$ cat config.mk
export PLATFORM = sky130hd
export DESIGN_NAME = div_ctrl_flat
export DESIGN_NICKNAME = d
export VERILOG_FILES = /design/src/rtl/div_if.sv /design/src/rtl/div_ctrl.sv /design/src/flat_wrapper.sv
export SDC_FILE = /design/constraint.sdc
export NUM_CORES = 1
export LEC_CHECK = 0
export CAP_MARGIN = 20
export CORE_MARGIN = 8
export CORE_UTILIZATION = 28
export DETAILED_ROUTE_END_ITERATION = 6
export GPL_TIMING_DRIVEN = 0
export PLACE_DENSITY_LB_ADDON = 0.05
export SLEW_MARGIN = 40
export SYNTH_ARGS = -nofsm -noshare
export SYNTH_HDL_FRONTEND = slang
export SYNTH_SLANG_ARGS = --single-unit
$ cat constraint.sdc
create_clock -name clk -period 3.6 [get_ports clk]
set_clock_uncertainty 0.05 [all_clocks]
set_input_delay 0.36 -clock clk [delete_from_list [all_inputs] [get_ports clk]]
set_output_delay 0.36 -clock clk [all_outputs]
set_load 0.05 [all_outputs]
$ cat src/rtl/div_if.sv
// Divide request/response bundle between the ALU execute stage and div_ctrl.
// The ALU drives the master side and the divider implements the slave side.
interface div_if #(
   parameter int CPU_WIDTH = 32
);
   logic                 div_start_i;
   logic [1:0]           div_op_i;
   logic [CPU_WIDTH-1:0] dividend_i;
   logic [CPU_WIDTH-1:0] divisor_i;
   logic                 flush_i;
   logic [CPU_WIDTH-1:0] div_result_o;
   logic                 div_res_ready_o;
   logic                 div_busy_o;

   modport master (
      output div_start_i, div_op_i, dividend_i, divisor_i, flush_i,
      input  div_result_o, div_res_ready_o, div_busy_o
   );

   modport slave (
      input  div_start_i, div_op_i, dividend_i, divisor_i, flush_i,
      output div_result_o, div_res_ready_o, div_busy_o
   );
endinterface

$ cat src/rtl/div_ctrl.sv
// Iterative radix-2 restoring divider with RISC-V M-extension sign and corner-case rules.
// Optional DIV_EARLY_OUT_EN: skip the iteration loop when |dividend| < |divisor|.
module div_ctrl #(
   parameter int CPU_WIDTH = 32,
   parameter int CNT_WIDTH = 6
) (
   input logic clk,
   input logic rst,
   div_if.slave bus
);
   typedef enum logic [1:0] {
      IDLE  = 2'd0,
      CALC  = 2'd1,
      FINAL = 2'd2,
      DONE  = 2'd3
   } state_t;

   state_t               state_r, state_s;
   logic [CPU_WIDTH-1:0] rem_r, rem_s;
   logic [CPU_WIDTH-1:0] quo_r, quo_s;
   logic [CPU_WIDTH-1:0] dvs_r, dvs_s;
   logic [CPU_WIDTH-1:0] result_r, result_s;
   logic [CNT_WIDTH-1:0] cnt_r, cnt_s;
   logic                 is_rem_r, is_rem_s;
   logic                 quo_neg_r, quo_neg_s;
   logic                 rem_neg_r, rem_neg_s;
   logic                 ready_r, ready_s;
   logic                 busy_r, busy_s;

   logic                 op_signed_s;
   logic                 div_zero_s;
   logic                 ovf_s;
   logic                 early_s;
   logic [CPU_WIDTH-1:0] mag_a_s, mag_b_s;
   logic [CPU_WIDTH-1:0] special_res_s;
   logic [CPU_WIDTH:0]   rem_sh_s, diff_s;

   function automatic logic [CPU_WIDTH-1:0] neg_if(input logic [CPU_WIDTH-1:0] v,
                                                   input logic en);
      return en ? (~v + {{(CPU_WIDTH-1){1'b0}}, 1'b1}) : v;
   endfunction

   // Operand decode: magnitudes and the cases that bypass the iteration loop.
   always_comb begin
      op_signed_s = ~bus.div_op_i[0];
      mag_a_s     = neg_if(bus.dividend_i, op_signed_s & bus.dividend_i[CPU_WIDTH-1]);
      mag_b_s     = neg_if(bus.divisor_i,  op_signed_s & bus.divisor_i[CPU_WIDTH-1]);
      div_zero_s  = (bus.divisor_i == {CPU_WIDTH{1'b0}});
      ovf_s       = op_signed_s
                    & (bus.dividend_i == {1'b1, {(CPU_WIDTH-1){1'b0}}})
                    & (bus.divisor_i  == {CPU_WIDTH{1'b1}});
`ifdef DIV_EARLY_OUT_EN
      early_s     = ~div_zero_s & (mag_a_s < mag_b_s);
`else
      early_s     = 1'b0;
`endif
      if (div_zero_s) begin
         special_res_s = bus.div_op_i[1] ? bus.dividend_i : {CPU_WIDTH{1'b1}};
      end else if (ovf_s) begin
         special_res_s = bus.div_op_i[1] ? {CPU_WIDTH{1'b0}} : bus.dividend_i;
      end else begin
         special_res_s = bus.div_op_i[1] ? bus.dividend_i : {CPU_WIDTH{1'b0}};
      end
   end

   // Trial subtraction: the shifted remainder needs one extra bit so the borrow survives.
   always_comb begin
      rem_sh_s = {rem_r, quo_r[CPU_WIDTH-1]};
      diff_s   = rem_sh_s - {1'b0, dvs_r};
   end

   // Next-state and next-register logic for the controller and datapath.
   always_comb begin
      state_s   = state_r;
      rem_s     = rem_r;
      quo_s     = quo_r;
      dvs_s     = dvs_r;
      result_s  = result_r;
      cnt_s     = cnt_r;
      is_rem_s  = is_rem_r;
      quo_neg_s = quo_neg_r;
      rem_neg_s = rem_neg_r;
      ready_s   = 1'b0;
      busy_s    = busy_r;

      case (state_r)
         IDLE: begin
            result_s = {CPU_WIDTH{1'b0}};
            busy_s   = 1'b0;
            if (bus.div_start_i && !bus.flush_i) begin
               is_rem_s  = bus.div_op_i[1];
               quo_neg_s = op_signed_s & (bus.dividend_i[CPU_WIDTH-1] ^ bus.divisor_i[CPU_WIDTH-1]);
               rem_neg_s = op_signed_s & bus.dividend_i[CPU_WIDTH-1];
               quo_s     = mag_a_s;
               dvs_s     = mag_b_s;
               rem_s     = {CPU_WIDTH{1'b0}};
               cnt_s     = {CNT_WIDTH{1'b0}};
               busy_s    = 1'b1;
               if (div_zero_s || ovf_s || early_s) begin
                  result_s = special_res_s;
                  ready_s  = 1'b1;
                  state_s  = DONE;
               end else begin
                  state_s  = CALC;
               end
            end else begin
               state_s = IDLE;
            end
         end
         CALC: begin
            busy_s = 1'b1;
            if (!diff_s[CPU_WIDTH]) begin
               rem_s = diff_s[CPU_WIDTH-1:0];
               quo_s = {quo_r[CPU_WIDTH-2:0], 1'b1};
            end else begin
               rem_s = rem_sh_s[CPU_WIDTH-1:0];
               quo_s = {quo_r[CPU_WIDTH-2:0], 1'b0};
            end
            cnt_s = cnt_r + {{(CNT_WIDTH-1){1'b0}}, 1'b1};
            if (cnt_r == CNT_WIDTH'(CPU_WIDTH - 1)) begin
               state_s = FINAL;
            end else begin
               state_s = CALC;
            end
         end
         FINAL: begin
            busy_s   = 1'b1;
            ready_s  = 1'b1;
            result_s = is_rem_r ? neg_if(rem_r, rem_neg_r) : neg_if(quo_r, quo_neg_r);
            state_s  = DONE;
         end
         DONE: begin
            busy_s   = 1'b0;
            result_s = {CPU_WIDTH{1'b0}};
            state_s  = IDLE;
         end
         default: begin
            busy_s   = 1'b0;
            result_s = {CPU_WIDTH{1'b0}};
            state_s  = IDLE;
         end
      endcase

      // Flush wins over everything; a ready already on the wire in DONE is unaffected.
      if (bus.flush_i) begin
         state_s  = IDLE;
         busy_s   = 1'b0;
         ready_s  = 1'b0;
         result_s = {CPU_WIDTH{1'b0}};
      end else begin
         state_s  = state_s;
      end
   end

   // State and datapath registers with synchronous reset.
   always_ff @(posedge clk) begin
      if (rst) begin
         state_r   <= IDLE;
         rem_r     <= {CPU_WIDTH{1'b0}};
         quo_r     <= {CPU_WIDTH{1'b0}};
         dvs_r     <= {CPU_WIDTH{1'b0}};
         result_r  <= {CPU_WIDTH{1'b0}};
         cnt_r     <= {CNT_WIDTH{1'b0}};
         is_rem_r  <= 1'b0;
         quo_neg_r <= 1'b0;
         rem_neg_r <= 1'b0;
         ready_r   <= 1'b0;
         busy_r    <= 1'b0;
      end else begin
         state_r   <= state_s;
         rem_r     <= rem_s;
         quo_r     <= quo_s;
         dvs_r     <= dvs_s;
         result_r  <= result_s;
         cnt_r     <= cnt_s;
         is_rem_r  <= is_rem_s;
         quo_neg_r <= quo_neg_s;
         rem_neg_r <= rem_neg_s;
         ready_r   <= ready_s;
         busy_r    <= busy_s;
      end
   end

   assign bus.div_result_o    = result_r;
   assign bus.div_res_ready_o = ready_r;
   assign bus.div_busy_o      = busy_r;
endmodule

$ cat src/flat_wrapper.sv
// flat-port wrapper written by rule: the top's interface ports become plain ports
module div_ctrl_flat 
#(
   parameter int CPU_WIDTH = 32,
   parameter int CNT_WIDTH = 6
)
  (clk, rst, bus_div_start_i, bus_div_op_i, bus_dividend_i, bus_divisor_i, bus_flush_i, bus_div_result_o, bus_div_res_ready_o, bus_div_busy_o);
  div_if #(.CPU_WIDTH(CPU_WIDTH)) bus_i ();
  input logic clk;
  input logic rst;
  input wire logic [$bits(bus_i.div_start_i)-1:0] bus_div_start_i;
  input wire logic [$bits(bus_i.div_op_i)-1:0] bus_div_op_i;
  input wire logic [$bits(bus_i.dividend_i)-1:0] bus_dividend_i;
  input wire logic [$bits(bus_i.divisor_i)-1:0] bus_divisor_i;
  input wire logic [$bits(bus_i.flush_i)-1:0] bus_flush_i;
  output wire logic [$bits(bus_i.div_result_o)-1:0] bus_div_result_o;
  output wire logic [$bits(bus_i.div_res_ready_o)-1:0] bus_div_res_ready_o;
  output wire logic [$bits(bus_i.div_busy_o)-1:0] bus_div_busy_o;
  assign bus_i.div_start_i = bus_div_start_i;
  assign bus_i.div_op_i = bus_div_op_i;
  assign bus_i.dividend_i = bus_dividend_i;
  assign bus_i.divisor_i = bus_divisor_i;
  assign bus_i.flush_i = bus_flush_i;
  assign bus_div_result_o = bus_i.div_result_o;
  assign bus_div_res_ready_o = bus_i.div_res_ready_o;
  assign bus_div_busy_o = bus_i.div_busy_o;
  div_ctrl #(.CPU_WIDTH(CPU_WIDTH), .CNT_WIDTH(CNT_WIDTH)) u_core (.clk(clk), .rst(rst), .bus(bus_i));
endmodule
==> flow_summary.rst <==
.. list-table::
   :header-rows: 1

   * - Metric
     - Value
   * - Post-Place Cell Area
     - 12380 um^2
   * - Clock slew at reported path FFs
     - 0.06 ns
   * - Part of the power in the clock network
     - 42.2%
   * - Clock latency of the later-clocked register in the worst-skew pair
     - 0.45 ns
   * - Status
     - finished clean
   * - Clock sink count
     - 141
   * - Global-route wire length before repair
     - 67.14 mm
   * - Yosys top cell by area
     - sky130_fd_sc_hd__dfxtp_1
   * - Data arrival time of the critical path
     - 3.74 ns
   * - Max-slew violation count
     - 0
   * - Synth warnings
     - 0
   * - Final Cycle Share
     - 95.85%
   * - Post-route ant nets
     - 0
   * - Final hold viol count
     - 0
   * - Standard cell core area
     - 37670 um^2
   * - Most used flip-flop cell after synthesis
     - sky130_fd_sc_hd__dfxtp_1
   * - Standby leakage power
     - 0.004519 uW
   * - Hold buffer count at CTS
     - 0
   * - Y dimension of the die
     - 211.4 um
   * - Grt ovf
     - 0
   * - Worst vdd rail ir drop
     - 0.3393 mV
   * - Mean routed wirelength per cell
     - 21.49 um
   * - Power per Cell Area
     - 342.1 nW/um^2
   * - Initial Util
     - 28.39%
   * - DIE AREA
     - 44700 um^2
   * - Vias in the first global route
     - 10733
   * - Count of placed standard cells including taps
     - 2069
   * - Wire length reported by the detailed router
     - 45.23 mm
   * - Detailed router's first-iteration violation count
     - 761
   * - Number of I/O port buffers
     - 103
   * - Number of cell rows
     - 71
   * - Worst setup path category
     - reg -> reg
   * - Number of register bits inferred by synthesis
     - 141
   * - Worst-margin pin slew
     - 0.9207 ns
   * - Share of post-route cells with drive strength above 1
     - 4.209%
   * - Total nets after synthesis
     - 1569
   * - Top achievable clock speed
     - 289.8 MHz
   * - Die boundary width
     - 211.4 um
   * - Number of antenna violations at the first check in global routing
     - 0
   * - Post-synthesis instance area
     - 10690 um^2
   * - Count of unique library cells instantiated by Yosys
     - 71
   * - Maximum number of pins on one net before global-route repair
     - 17
   * - Via count of the routed design
     - 11185
   * - Crit start category
     - register
   * - Max clock buf depth
     - 2
   * - RD Place Congestion
     - 0.8990
   * - Mean Syn Cell Area
     - 7.349 um^2
   * - Number of vias per cell after detailed routing
     - 5.316
   * - Worst setup EP type
     - register
   * - Clock buffers created by TritonCTS
     - 17
   * - Global-route total usage across every layer
     - 19.80%
   * - Number of setup violations in the final report
     - 0
   * - Synth Instances
     - 1455
   * - Slew margin rel.
     - 38.40%
   * - H-tree levels
     - 4
   * - Ports placed on the boundary
     - 104
   * - Post-synth EDFFs
     - 0
   * - Required time at the endpoint of the critical path
     - 3.89 ns
   * - Total half-perimeter wirelength after legalization and detailed placement
     - 36.70 mm
   * - Leading post-synthesis cells by instance count
     - sky130_fd_sc_hd__nand2_1, sky130_fd_sc_hd__o21ai_0, sky130_fd_sc_hd__dfxtp_1, sky130_fd_sc_hd__a21oi_1, sky130_fd_sc_hd__nor2_1
   * - Async set-or-reset flop fraction in the synthesized netlist
     - 0%
   * - Fraction of power consumed by sequential logic
     - 37.6%
   * - Root Buffer
     - sky130_fd_sc_hd__clkbuf_16
   * - Post-route standard cell area excluding fillers
     - 13050 um^2
   * - Final Core Density
     - 34.66%
   * - Fin nets
     - 1693
   * - Switching Fraction
     - 31.01%
   * - Power spent charging and discharging nets
     - 1385 uW
   * - Number of design rule violations left after detail routing
     - 0
   * - Sequential fraction of the synthesis area
     - 26.40%
   * - Main area contributors after synthesis
     - sky130_fd_sc_hd__dfxtp_1, sky130_fd_sc_hd__o21ai_0, sky130_fd_sc_hd__xnor2_1
   * - Hold Crit Class
     - reg -> reg
   * - Post-placement worst setup slack
     - -0.6520 ns
   * - Internal Pwr Total
     - 3081 uW
   * - Clock tree from TritonCTS
     - yes
   * - First-pass DRT Iterations
     - 5
   * - Number of maximum-capacitance violations
     - 0
   * - Setup repair after global routing missed its margin
     - no
   * - Area delta synth->final
     - 22.08%
   * - Cell with the most instances after synthesis
     - sky130_fd_sc_hd__nand2_1
   * - Non-Filler Instances
     - 2104
   * - Min Clock Period, post-route
     - 3.451 ns
   * - Proportion of power drawn by combinational gates
     - 20.2%
   * - Top-area cell type share of the netlist area
     - 26.40%
   * - Worst Path Max Fanout
     - 10
   * - Worst path setup slack after routing
     - 0.1493 ns
## placed cells by master, fill, tap and decap left out, types with 5 or more instances in the layout
master / Yosys / final
sky130_fd_sc_hd__o41ai_1: 11 / 11
sky130_fd_sc_hd__mux2i_1: 32 / 32
sky130_fd_sc_hd__nand2b_1: 15 / 15
sky130_fd_sc_hd__buf_4: 6 / 6
sky130_fd_sc_hd__clkbuf_1: 73 / 75
sky130_fd_sc_hd__nor4_1: 13 / 11
sky130_fd_sc_hd__a211oi_1: 35 / 34
sky130_fd_sc_hd__clkdlybuf4s50_1: 0 / 103
sky130_fd_sc_hd__and3_1: 6 / 6
sky130_fd_sc_hd__or3_1: 20 / 20
sky130_fd_sc_hd__nand3_1: 19 / 19
sky130_fd_sc_hd__o31ai_1: 35 / 35
sky130_fd_sc_hd__o21a_1: 9 / 9
sky130_fd_sc_hd__o21ai_0: 162 / 161
sky130_fd_sc_hd__a31oi_1: 18 / 18
sky130_fd_sc_hd__nor2b_1: 13 / 13
sky130_fd_sc_hd__clkbuf_16: 0 / 17
sky130_fd_sc_hd__nand4_1: 18 / 18
sky130_fd_sc_hd__nand2_1: 186 / 186
sky130_fd_sc_hd__nor3_1: 24 / 23
sky130_fd_sc_hd__nor3b_1: 8 / 7
sky130_fd_sc_hd__o21ai_1: 4 / 5
sky130_fd_sc_hd__buf_1: 5 / 5
sky130_fd_sc_hd__ha_1: 43 / 43
sky130_fd_sc_hd__a21oi_1: 139 / 137
sky130_fd_sc_hd__nor2_1: 107 / 107
sky130_fd_sc_hd__xor2_1: 56 / 56
sky130_fd_sc_hd__inv_1: 49 / 49
sky130_fd_sc_hd__a21o_1: 20 / 20
sky130_fd_sc_hd__or2_2: 5 / 5
sky130_fd_sc_hd__or4_1: 13 / 13
sky130_fd_sc_hd__xnor2_1: 80 / 80
sky130_fd_sc_hd__dfxtp_1: 141 / 141
sky130_fd_sc_hd__o211ai_1: 26 / 26
## registers in the layout (all words and copies together) (netlist names)
name / cells
u_core.bus.div_busy_o: 1
u_core.bus.div_res_ready_o: 1
u_core.bus.div_result_o: 32
u_core.cnt_r: 6
u_core.dvs_r: 32
u_core.is_rem_r: 1
u_core.quo_neg_r: 1
u_core.quo_r: 32
u_core.rem_neg_r: 1
u_core.rem_r: 32
u_core.state_r: 2
## worst paths after layout
path	start	to	slack (ns)	depth (start not counted)
hold reg to reg	u_core.cnt_r[1]$_SDFFE_PP0P_	u_core.cnt_r[1]$_SDFFE_PP0P_	0.43	2
setup / recovery	u_core.rem_r[4]$_SDFFE_PP0P_	u_core.quo_r[0]$_SDFFE_PP0P_	0.15	12
setup reg to reg	u_core.rem_r[4]$_SDFFE_PP0P_	u_core.quo_r[0]$_SDFFE_PP0P_	0.15	12
hold / removal	u_core.cnt_r[1]$_SDFFE_PP0P_	u_core.cnt_r[1]$_SDFFE_PP0P_	0.43	2
## what timing repair did
action | 4_1_cts | 5_1_grt
gates resized for setup | 8 | 4
gates cloned | 0 | 0
buffers inserted | 1 | 1
pin swaps | 2 | 1
endpoints found under the setup margin | 65 | 29
## power by group through the flow
| stage | registers [uW] | clock network [uW] | logic [uW] |
|---|---|---|---|
| CTS | 1680 | 1930 | 897 |
| detailed placement | 1710 | 0 | 887 |
| global placement | 1710 | 0 | 894 |
| finish | 1680 | 1880 | 904 |
| floorplan | 1690 | 0 | 535 |
| global route | 1680 | 1980 | 988 |
## metal layers
metal	up-vias	share of wire [%]	track usage (%)	wire length [um]
met5	-	0	0	0
met4	0	1.2	3.834	551
met3	37	5.6	3.860	2530
met2	282	43	29.95	19470
met1	5372	50	28.80	22670
li1	5494	-	-	-
## layout make-up
| type | count | area [um^2] |
|---|---|---|
| fillers | 4106 | 24610 |
| diodes | 1 | 2.502 |
| plain buffers | 88 | 375.4 |
| clock inverters | 10 | 138.9 |
| multi-input cells | 1176 | 7377 |
| flip-flops and latches | 141 | 2823 |
| repair buffers | 105 | 1046 |
| inverters | 50 | 187.7 |
| well taps | 511 | 639.4 |
| clock buffers | 22 | 464.2 |
## metrics by stage
step / hold WS [ns] / TNS, ns / power, uW
after global placement: 0.4167 / -36.67 / 2602
after CTS: 0.4286 / 0 / 4499
final: 0.4263 / 0 / 4466
after floorplan: 0.3819 / 0 / 2229
after global routing: 0.4536 / 0 / 4649
after detailed placement: 0.4181 / -29.66 / 2598
## worst max-delay path: stages (launching register included)
cell                       delay, ns
sky130_fd_sc_hd__dfxtp_1        0.49
sky130_fd_sc_hd__ha_1           0.34
sky130_fd_sc_hd__a21o_1         0.22
sky130_fd_sc_hd__or3_1          0.33
sky130_fd_sc_hd__o21ai_1        0.30
sky130_fd_sc_hd__a211oi_2       0.15
sky130_fd_sc_hd__nor3_4         0.40
sky130_fd_sc_hd__nand4b_1       0.21
sky130_fd_sc_hd__o311ai_4       0.09
sky130_fd_sc_hd__buf_4          0.20
sky130_fd_sc_hd__buf_6          0.20
sky130_fd_sc_hd__nand2_1        0.09
sky130_fd_sc_hd__a221oi_1       0.27
## logic make-up after synthesis
logic type | synth area share (%)
flip-flops | 26.40
XOR/XNOR | 11.14
multiplexers | 3.101
AND/OR/NAND/NOR | 21.19
buffers and inverters | 5.160
AO/OA/AOI/OAI | 27.79
adder cells (fa/ha/maj) | 5.219
No activity file was read; power rests on OpenSTA's default activity.
